**config.mk**
```make
export PLATFORM = sky130hd
export DESIGN_NAME = mips_controller
export DESIGN_NICKNAME = d
export VERILOG_FILES = /design/src/rtl/mips_controller.sv
export SDC_FILE = /design/constraint.sdc
export NUM_CORES = 1
export LEC_CHECK = 0
export CORE_MARGIN = 2
export CORE_UTILIZATION = 48
export DETAILED_ROUTE_END_ITERATION = 8
export PLACE_DENSITY = 0.83
export SLEW_MARGIN = 20
export SYNTH_ARGS = -nofsm -noshare
export SYNTH_HDL_FRONTEND = slang
export SYNTH_SLANG_ARGS = --single-unit
```
**constraint.sdc**
```tcl
create_clock -name i_clk -period 4.01 [get_ports i_clk]
set_input_delay 0.802 -clock i_clk [delete_from_list [all_inputs] [get_ports i_clk]]
set_output_delay 0.802 -clock i_clk [all_outputs]
set_load 0.01 [all_outputs]
```
**src/rtl/mips_controller.sv**
```systemverilog
// Multicycle Moore control unit for the 8-bit MIPS datapath: fetches four instruction
// bytes, decodes op, sequences execute/memory/writeback and decodes the ALU operation.
module mips_controller (
    input  logic       i_clk,
    input  logic       i_reset,
    input  logic [5:0] i_op,
    input  logic [5:0] i_funct,
    input  logic       i_zero,
    output logic       o_memread,
    output logic       o_memwrite,
    output logic       o_iord,
    output logic [3:0] o_irwrite,
    output logic       o_regwrite,
    output logic       o_regdst,
    output logic       o_memtoreg,
    output logic       o_alusrca,
    output logic [1:0] o_alusrcb,
    output logic [1:0] o_pcsrc,
    output logic       o_pcen,
    output logic [2:0] o_alucontrol,
    output logic [3:0] o_state
);
    localparam logic [5:0] OP_RTYPE = 6'b000000;
    localparam logic [5:0] OP_LB    = 6'b100000;
    localparam logic [5:0] OP_SB    = 6'b101000;
    localparam logic [5:0] OP_BEQ   = 6'b000100;
    localparam logic [5:0] OP_J     = 6'b000010;
    localparam logic [5:0] OP_ADDI  = 6'b001000;

    localparam logic [1:0] ALU_ADD   = 2'b00;
    localparam logic [1:0] ALU_SUB   = 2'b01;
    localparam logic [1:0] ALU_FUNCT = 2'b10;

    typedef enum logic [3:0] {
        FETCH1  = 4'd0,  FETCH2  = 4'd1,  FETCH3 = 4'd2,  FETCH4 = 4'd3,
        DECODE  = 4'd4,  MEMADR  = 4'd5,  LBRD   = 4'd6,  LBWR   = 4'd7,
        SBWR    = 4'd8,  RTYPEEX = 4'd9,  RTYPEWR = 4'd10, BEQEX = 4'd11,
        JEX     = 4'd12, ADDIEX  = 4'd13, ADDIWR = 4'd14
    } state_t;

    typedef struct packed {
        logic       memread;
        logic       memwrite;
        logic       iord;
        logic [3:0] irwrite;
        logic       regwrite;
        logic       regdst;
        logic       memtoreg;
        logic       alusrca;
        logic [1:0] alusrcb;
        logic [1:0] pcsrc;
        logic       pcwrite;
        logic       branch;
        logic [1:0] aluop;
    } ctrl_t;

    // Moore output table; registered alongside the state so outputs track r_state.
    function automatic ctrl_t decode_ctrl(input state_t s);
        ctrl_t c;
        c = '0;
        case (s)
            FETCH1, FETCH2, FETCH3, FETCH4: begin
                c.memread = 1'b1;
                c.irwrite = 4'b0001 << s[1:0];
                c.alusrcb = 2'b01;
                c.pcwrite = 1'b1;
            end
            DECODE:  c.alusrcb = 2'b11;
            MEMADR:  begin c.alusrca = 1'b1; c.alusrcb = 2'b10; end
            LBRD:    begin c.memread = 1'b1; c.iord = 1'b1; end
            LBWR:    begin c.regwrite = 1'b1; c.memtoreg = 1'b1; end
            SBWR:    begin c.memwrite = 1'b1; c.iord = 1'b1; end
            RTYPEEX: begin c.alusrca = 1'b1; c.aluop = ALU_FUNCT; end
            RTYPEWR: begin c.regwrite = 1'b1; c.regdst = 1'b1; end
            BEQEX: begin
                c.alusrca = 1'b1;
                c.aluop   = ALU_SUB;
                c.branch  = 1'b1;
                c.pcsrc   = 2'b01;
            end
            JEX:     begin c.pcwrite = 1'b1; c.pcsrc = 2'b10; end
            ADDIEX:  begin c.alusrca = 1'b1; c.alusrcb = 2'b10; end
            ADDIWR:  c.regwrite = 1'b1;
            default: c = '0;
        endcase
        return c;
    endfunction

    state_t      r_state;
    state_t      w_next;
    ctrl_t       r_ctrl;
    logic [2:0]  w_alucontrol;

    always_comb begin
        w_next = FETCH1;
        case (r_state)
            FETCH1: w_next = FETCH2;
            FETCH2: w_next = FETCH3;
            FETCH3: w_next = FETCH4;
            FETCH4: w_next = DECODE;
            DECODE: begin
                case (i_op)
                    OP_LB, OP_SB: w_next = MEMADR;
                    OP_RTYPE:     w_next = RTYPEEX;
                    OP_BEQ:       w_next = BEQEX;
                    OP_J:         w_next = JEX;
                    OP_ADDI:      w_next = ADDIEX;
                    default:      w_next = FETCH1;
                endcase
            end
            MEMADR:  w_next = (i_op == OP_LB) ? LBRD : SBWR;
            LBRD:    w_next = LBWR;
            RTYPEEX: w_next = RTYPEWR;
            ADDIEX:  w_next = ADDIWR;
            default: w_next = FETCH1;
        endcase
    end

    always_ff @(posedge i_clk) begin
        if (i_reset) begin
            r_state <= FETCH1;
            r_ctrl  <= decode_ctrl(FETCH1);
        end else begin
            r_state <= w_next;
            r_ctrl  <= decode_ctrl(w_next);
        end
    end

    always_comb begin
        w_alucontrol = 3'b010;
        case (r_ctrl.aluop)
            ALU_SUB: w_alucontrol = 3'b110;
            ALU_FUNCT: begin
                case (i_funct)
                    6'b100010: w_alucontrol = 3'b110;
                    6'b100100: w_alucontrol = 3'b000;
                    6'b100101: w_alucontrol = 3'b001;
                    6'b101010: w_alucontrol = 3'b111;
                    default:   w_alucontrol = 3'b010;
                endcase
            end
            default: w_alucontrol = 3'b010;
        endcase
    end

    // Reset gates every output in the same cycle so an aborted instruction writes nothing.
    assign o_memread    = r_ctrl.memread  & ~i_reset;
    assign o_memwrite   = r_ctrl.memwrite & ~i_reset;
    assign o_iord       = r_ctrl.iord     & ~i_reset;
    assign o_irwrite    = i_reset ? 4'b0000 : r_ctrl.irwrite;
    assign o_regwrite   = r_ctrl.regwrite & ~i_reset;
    assign o_regdst     = r_ctrl.regdst   & ~i_reset;
    assign o_memtoreg   = r_ctrl.memtoreg & ~i_reset;
    assign o_alusrca    = r_ctrl.alusrca  & ~i_reset;
    assign o_alusrcb    = i_reset ? 2'b00 : r_ctrl.alusrcb;
    assign o_pcsrc      = i_reset ? 2'b00 : r_ctrl.pcsrc;
    assign o_pcen       = ~i_reset & (r_ctrl.pcwrite | (r_ctrl.branch & i_zero));
    assign o_alucontrol = i_reset ? 3'b000 : w_alucontrol;
    assign o_state      = i_reset ? 4'd0 : r_state;

endmodule

```
; ---- Word level (Yosys, flattened, before mapping)
; Cells that the tools add are included.
[word_totals]
input_bits = 15
output_inout_bits = 23
word_cells = 96
register_bits = 23
[classes]
n_mux = 23
reduce_logical = 12
eq_ne = 33
bitwise = 12
shift = 1
[op_table]
columns = op, n
row1 = $eq 4x4->1 const B, 9
row2 = $eq 6x6->1 const B, 6
row3 = $pmux 4 s9, 1
row4 = $eq 4x3->1 const B, 7
row5 = $pmux 4 s5, 1
row6 = $eq 4x2->1 const B, 4
row7 = $mux 4, 3
row8 = $pmux 3 s4, 1
row9 = $mux 1, 10
row10 = $reduce_or 5->1, 2
row11 = $and 1x1->1, 9
row12 = $eq 4x1->1 const B, 2
row13 = $logic_not 4->1, 2
row14 = $pmux 2 s2, 2
row15 = $reduce_or 2->1, 4
row16 = $reduce_or 4->1, 2
row17 = $eq 6x2->1 const B, 1
row18 = $eq 6x3->1 const B, 1
row19 = $eq 6x4->1 const B, 1
row20 = $logic_not 6->1, 1
row21 = $pmux 2 s3, 1
row22 = $pmux 3 s2, 1
row23 = $mux 2, 2
row24 = $shl 1x2->4 const A, 1
row25 = other kinds (6), 7

; ---- Longest topological paths before layout
[depth]
word_depth = 8
depth_mapped = 7
mapped_depth_nobuf = 6

; ---- Worst setup path after synthesis
; OpenSTA, ideal clock, no wires.
[synth_path]
kind = input port to output port
start = input port i_reset
end = output port o_alucontrol[0]
path_slack_ps = 1582
t_required_ps = 3208
path_stages = 3
t_arrival_ps = 1626
path_buffers = 2
path_cell_list = clkbuf_1 > clkbuf_1 > nor4_1
[synth_between]
elab_chain_len = 1
[synth_rtl]
columns = element, line_no
row1 = start: declaration, 5  ; input logic i_reset,
row2 = $mux 3, 158  ; assign o_alucontrol = i_reset ? 3'b000 : w_alucontrol;
row3 = end: declaration, 20  ; output logic [2:0] o_alucontrol,
; No other way between the ends.

; ---- Worst setup path in the final report
[layout_path]
start = input port i_funct[1]
end = output port o_alucontrol[0]
[layout_between]
elab_chain_len = 4
elab_cells_between_ends = 7
[layout_rtl]
columns = element, line_no
row1 = start: declaration, 7  ; input logic [5:0] i_funct,
row2 = $eq 6x6->1, 134  ; case (i_funct)
row3 = $pmux 3 s4 *, 134
row4 = $pmux 3 s2 *, 131  ; case (r_ctrl.aluop)
row5 = $mux 3 *, 158
; Mark *: on every way between the ends. The rest lies on a longest branch, timed or not.

==> reports/results.ini <==
[synth]
netlist_instances = 129
ys.flop_type = dfxtp_1
yosysWarningCount = 0
mappedNetlistArea_um2 = 1180
avgSynthCellArea_um2 = 9.13
ys_types = 41
async_flop_share = 0
synth_edf_count = 0
ys_seq_area_frac = 0.391
synth_nets = 146
ys_ff_latch = 23

[sta]
layout_worst_path_cycle_share = 0.813
period_needed_ns = 3.26
final.hold.worst_slack_ns = 0.662
skew_ns = 0.00510
finalSetupTns_ns = 0
worst_slew_pin_slew_ns = 0.698
slew_headroom = 0.530
finalHoldViolCount = 0
setup_viol_count_final = 0
slew_violations = 0
setup_ws_ns = 0.748
grt_setup_unrepaired = false
clock.fmax_mhz = 307

[placed_design]
place_congestion = 0.889
dpl_worst_slack_ns = 0.755
placed_cells = 189
port-buffer-count = 37
dp_hpwl_um = 1900
dpl_cell_area_um2 = 1560

[job]
drv_cap = 0

[grt]
grt_max_degree = 30
grt.overflow.total = 0
grt_antenna_before_repair = 0
grt_usage = 0.206
grt_pass1_wl_um = 4330
grt_pass1_vias = 996

[clocking]
cts_tree = yes
clock_path_buffers = 2
cts-resized-gates = 0
cts_buffers = 3
htree_levels = 1
clkTransAtPathRegs_ns = 0.12
cts_root_buf = clkbuf_4
cts_sinks = 23
postCtsHoldBufs = 0
clkLatencyLatePin_ns = 0.31
postCtsSetupBuffers = 0

[outcome]
status = finished, final reports clean

[worst_setup_path]
cp-start-kind = primary input
setup.worst_path.start = i_funct[1]
crit_path_end_kind = output port
critPathRequiredTime_ns = 3.21
ff2ff_path_depth = 5
r2r_end = r_ctrl[0]
critical_path.max_fanout = 2
r2r_setup_slack_ns = 1.86
crit_arrival_ns = 2.46
r2r-start = r_state[3]
worst-setup-path-type = in -> out

[drt]
drc = 0
drt_iter0_markers = 35
met3WireLength_um = 137
met2WireLength_um = 1280
wl_per_cell_um = 12.9
firstDrtPassIters = 4
routed.top_layer = met4
dr_total_vias = 1071
drt-met1-wl_um = 1020
routed_wl_um = 2490
via_per_inst = 5.55
ant_nets = 0

[power]
switching_share = 0.266
power.switching_mw = 0.115
power.leakage_nw = 0.583
p_comb_frac = 0.195
ir_drop_mv = 0.279
power_mw = 0.431
power.density_nw_per_um2 = 272
p_seq_frac = 0.564
internal_power_mw = 0.316
clockPowerShare = 0.242

[cells_and_area]
instances_no_fill = 193
nNetsFinal = 183
post-route-util = 0.698
mostFrequentLayoutCells = clkdlybuf4s50_1, dfxtp_1, nor2b_1, nor2_1
num_antenna_cells = 0
fin_area_um2 = 1590
synthToLayoutAreaGrowth_pct = 34.9
drive_gt1_frac = 0.0848
layout_commonest_cell = clkdlybuf4s50_1

[die]
die_height_um = 53.5
std_cell_rows = 17
dieWidth_um = 53.5
core_um2 = 2280
die_area_um2 = 2860
start_util = 0.517
num_io_pins = 38

[worst_hold_path]
min_to = r_ctrl[16]
hold_class = reg -> reg
min-delay-start = r_state[2]
whs_path_depth = 2

[state kept, by name (all words and copies together) (netlist names)]
| register | count |
|---|---|
| r_ctrl | 19 |
| r_state | 4 |
[cells by family after synthesis]
| logic type | Yosys count | synth area share |
|---|---|---|
| AOI/OAI and AO/OA | 22 | 0.136 |
| xor gates and xnor gates | 1 | 0.00744 |
| adders and majority gates | 3 | 0.0298 |
| buffers and inverters | 12 | 0.0446 |
| DFF | 23 | 0.391 |
| and+or+nand+nor | 68 | 0.391 |
[critical path, stage by stage]
cell             delay, ns
clkdlybuf4s50_1       0.47
nor3b_1               0.28
a32oi_1               0.09
nor4_1                0.24
clkdlybuf4s50_1       0.58
[layer usage]
metal | global-route usage | vias up
li1 | - | 537
met1 | 0.230 | 488
met2 | 0.389 | 39
met3 | 0.0282 | 7
met4 | 0.0812 | 0
met5 | 0 | -
[worst max-delay path by stage]
stage          cells after the start               to  slack [ns]
6_report                           5  o_alucontrol[0]        0.75
3_3_place_gp                       5  o_alucontrol[0]        0.82
4_1_cts                            5  o_alucontrol[0]        0.75
5_1_grt                            5  o_alucontrol[0]        0.58
3_5_place_dp                       5  o_alucontrol[0]        0.76
2_1_floorplan                      3  o_alucontrol[0]        1.58
[cell usage after synthesis (all sizes together), types with 2 or more instances]
library cell	instances	area, µm²
nor4	5	46.3
or2	2	12.5
nor3b	3	33.8
a21oi	2	10.0
nand3	2	10.0
a21o	2	15.0
nor2	13	48.8
nor2b	19	119
buf	2	15.0
nor3	7	51.3
a41oi	2	17.5
ha	2	25.0
nor4b	2	32.5
dfxtp	23	460
nand2b	3	18.8
clkbuf	4	15.0
a311oi	2	17.5
a211oi	3	27.5
inv	6	22.5
o21ai	5	25.0
and3	6	37.5
[power by group through the flow]
stage	clock network (mW)	registers, mW	logic, mW
3_3_place_gp	0	0.248	0.0814
5_1_grt	0.116	0.245	0.0919
2_1_floorplan	0	0.244	0.0485
6_report	0.104	0.243	0.0840
3_5_place_dp	0	0.248	0.0836
4_1_cts	0.105	0.243	0.0843
[area by class of cell]
| class | count | area, µm² |
|---|---|---|
| Clock buffer | 3 | 22.5 |
| Sequential cell | 23 | 460 |
| Tap cell | 28 | 35.0 |
| Inverter | 6 | 22.5 |
| Fill cell | 201 | 688 |
| Clock inverter | 1 | 5.00 |
| Multi-Input combinational cell | 94 | 664 |
| Timing Repair Buffer | 38 | 378 |
Note: power is estimated with default switching activity, not from simulation.
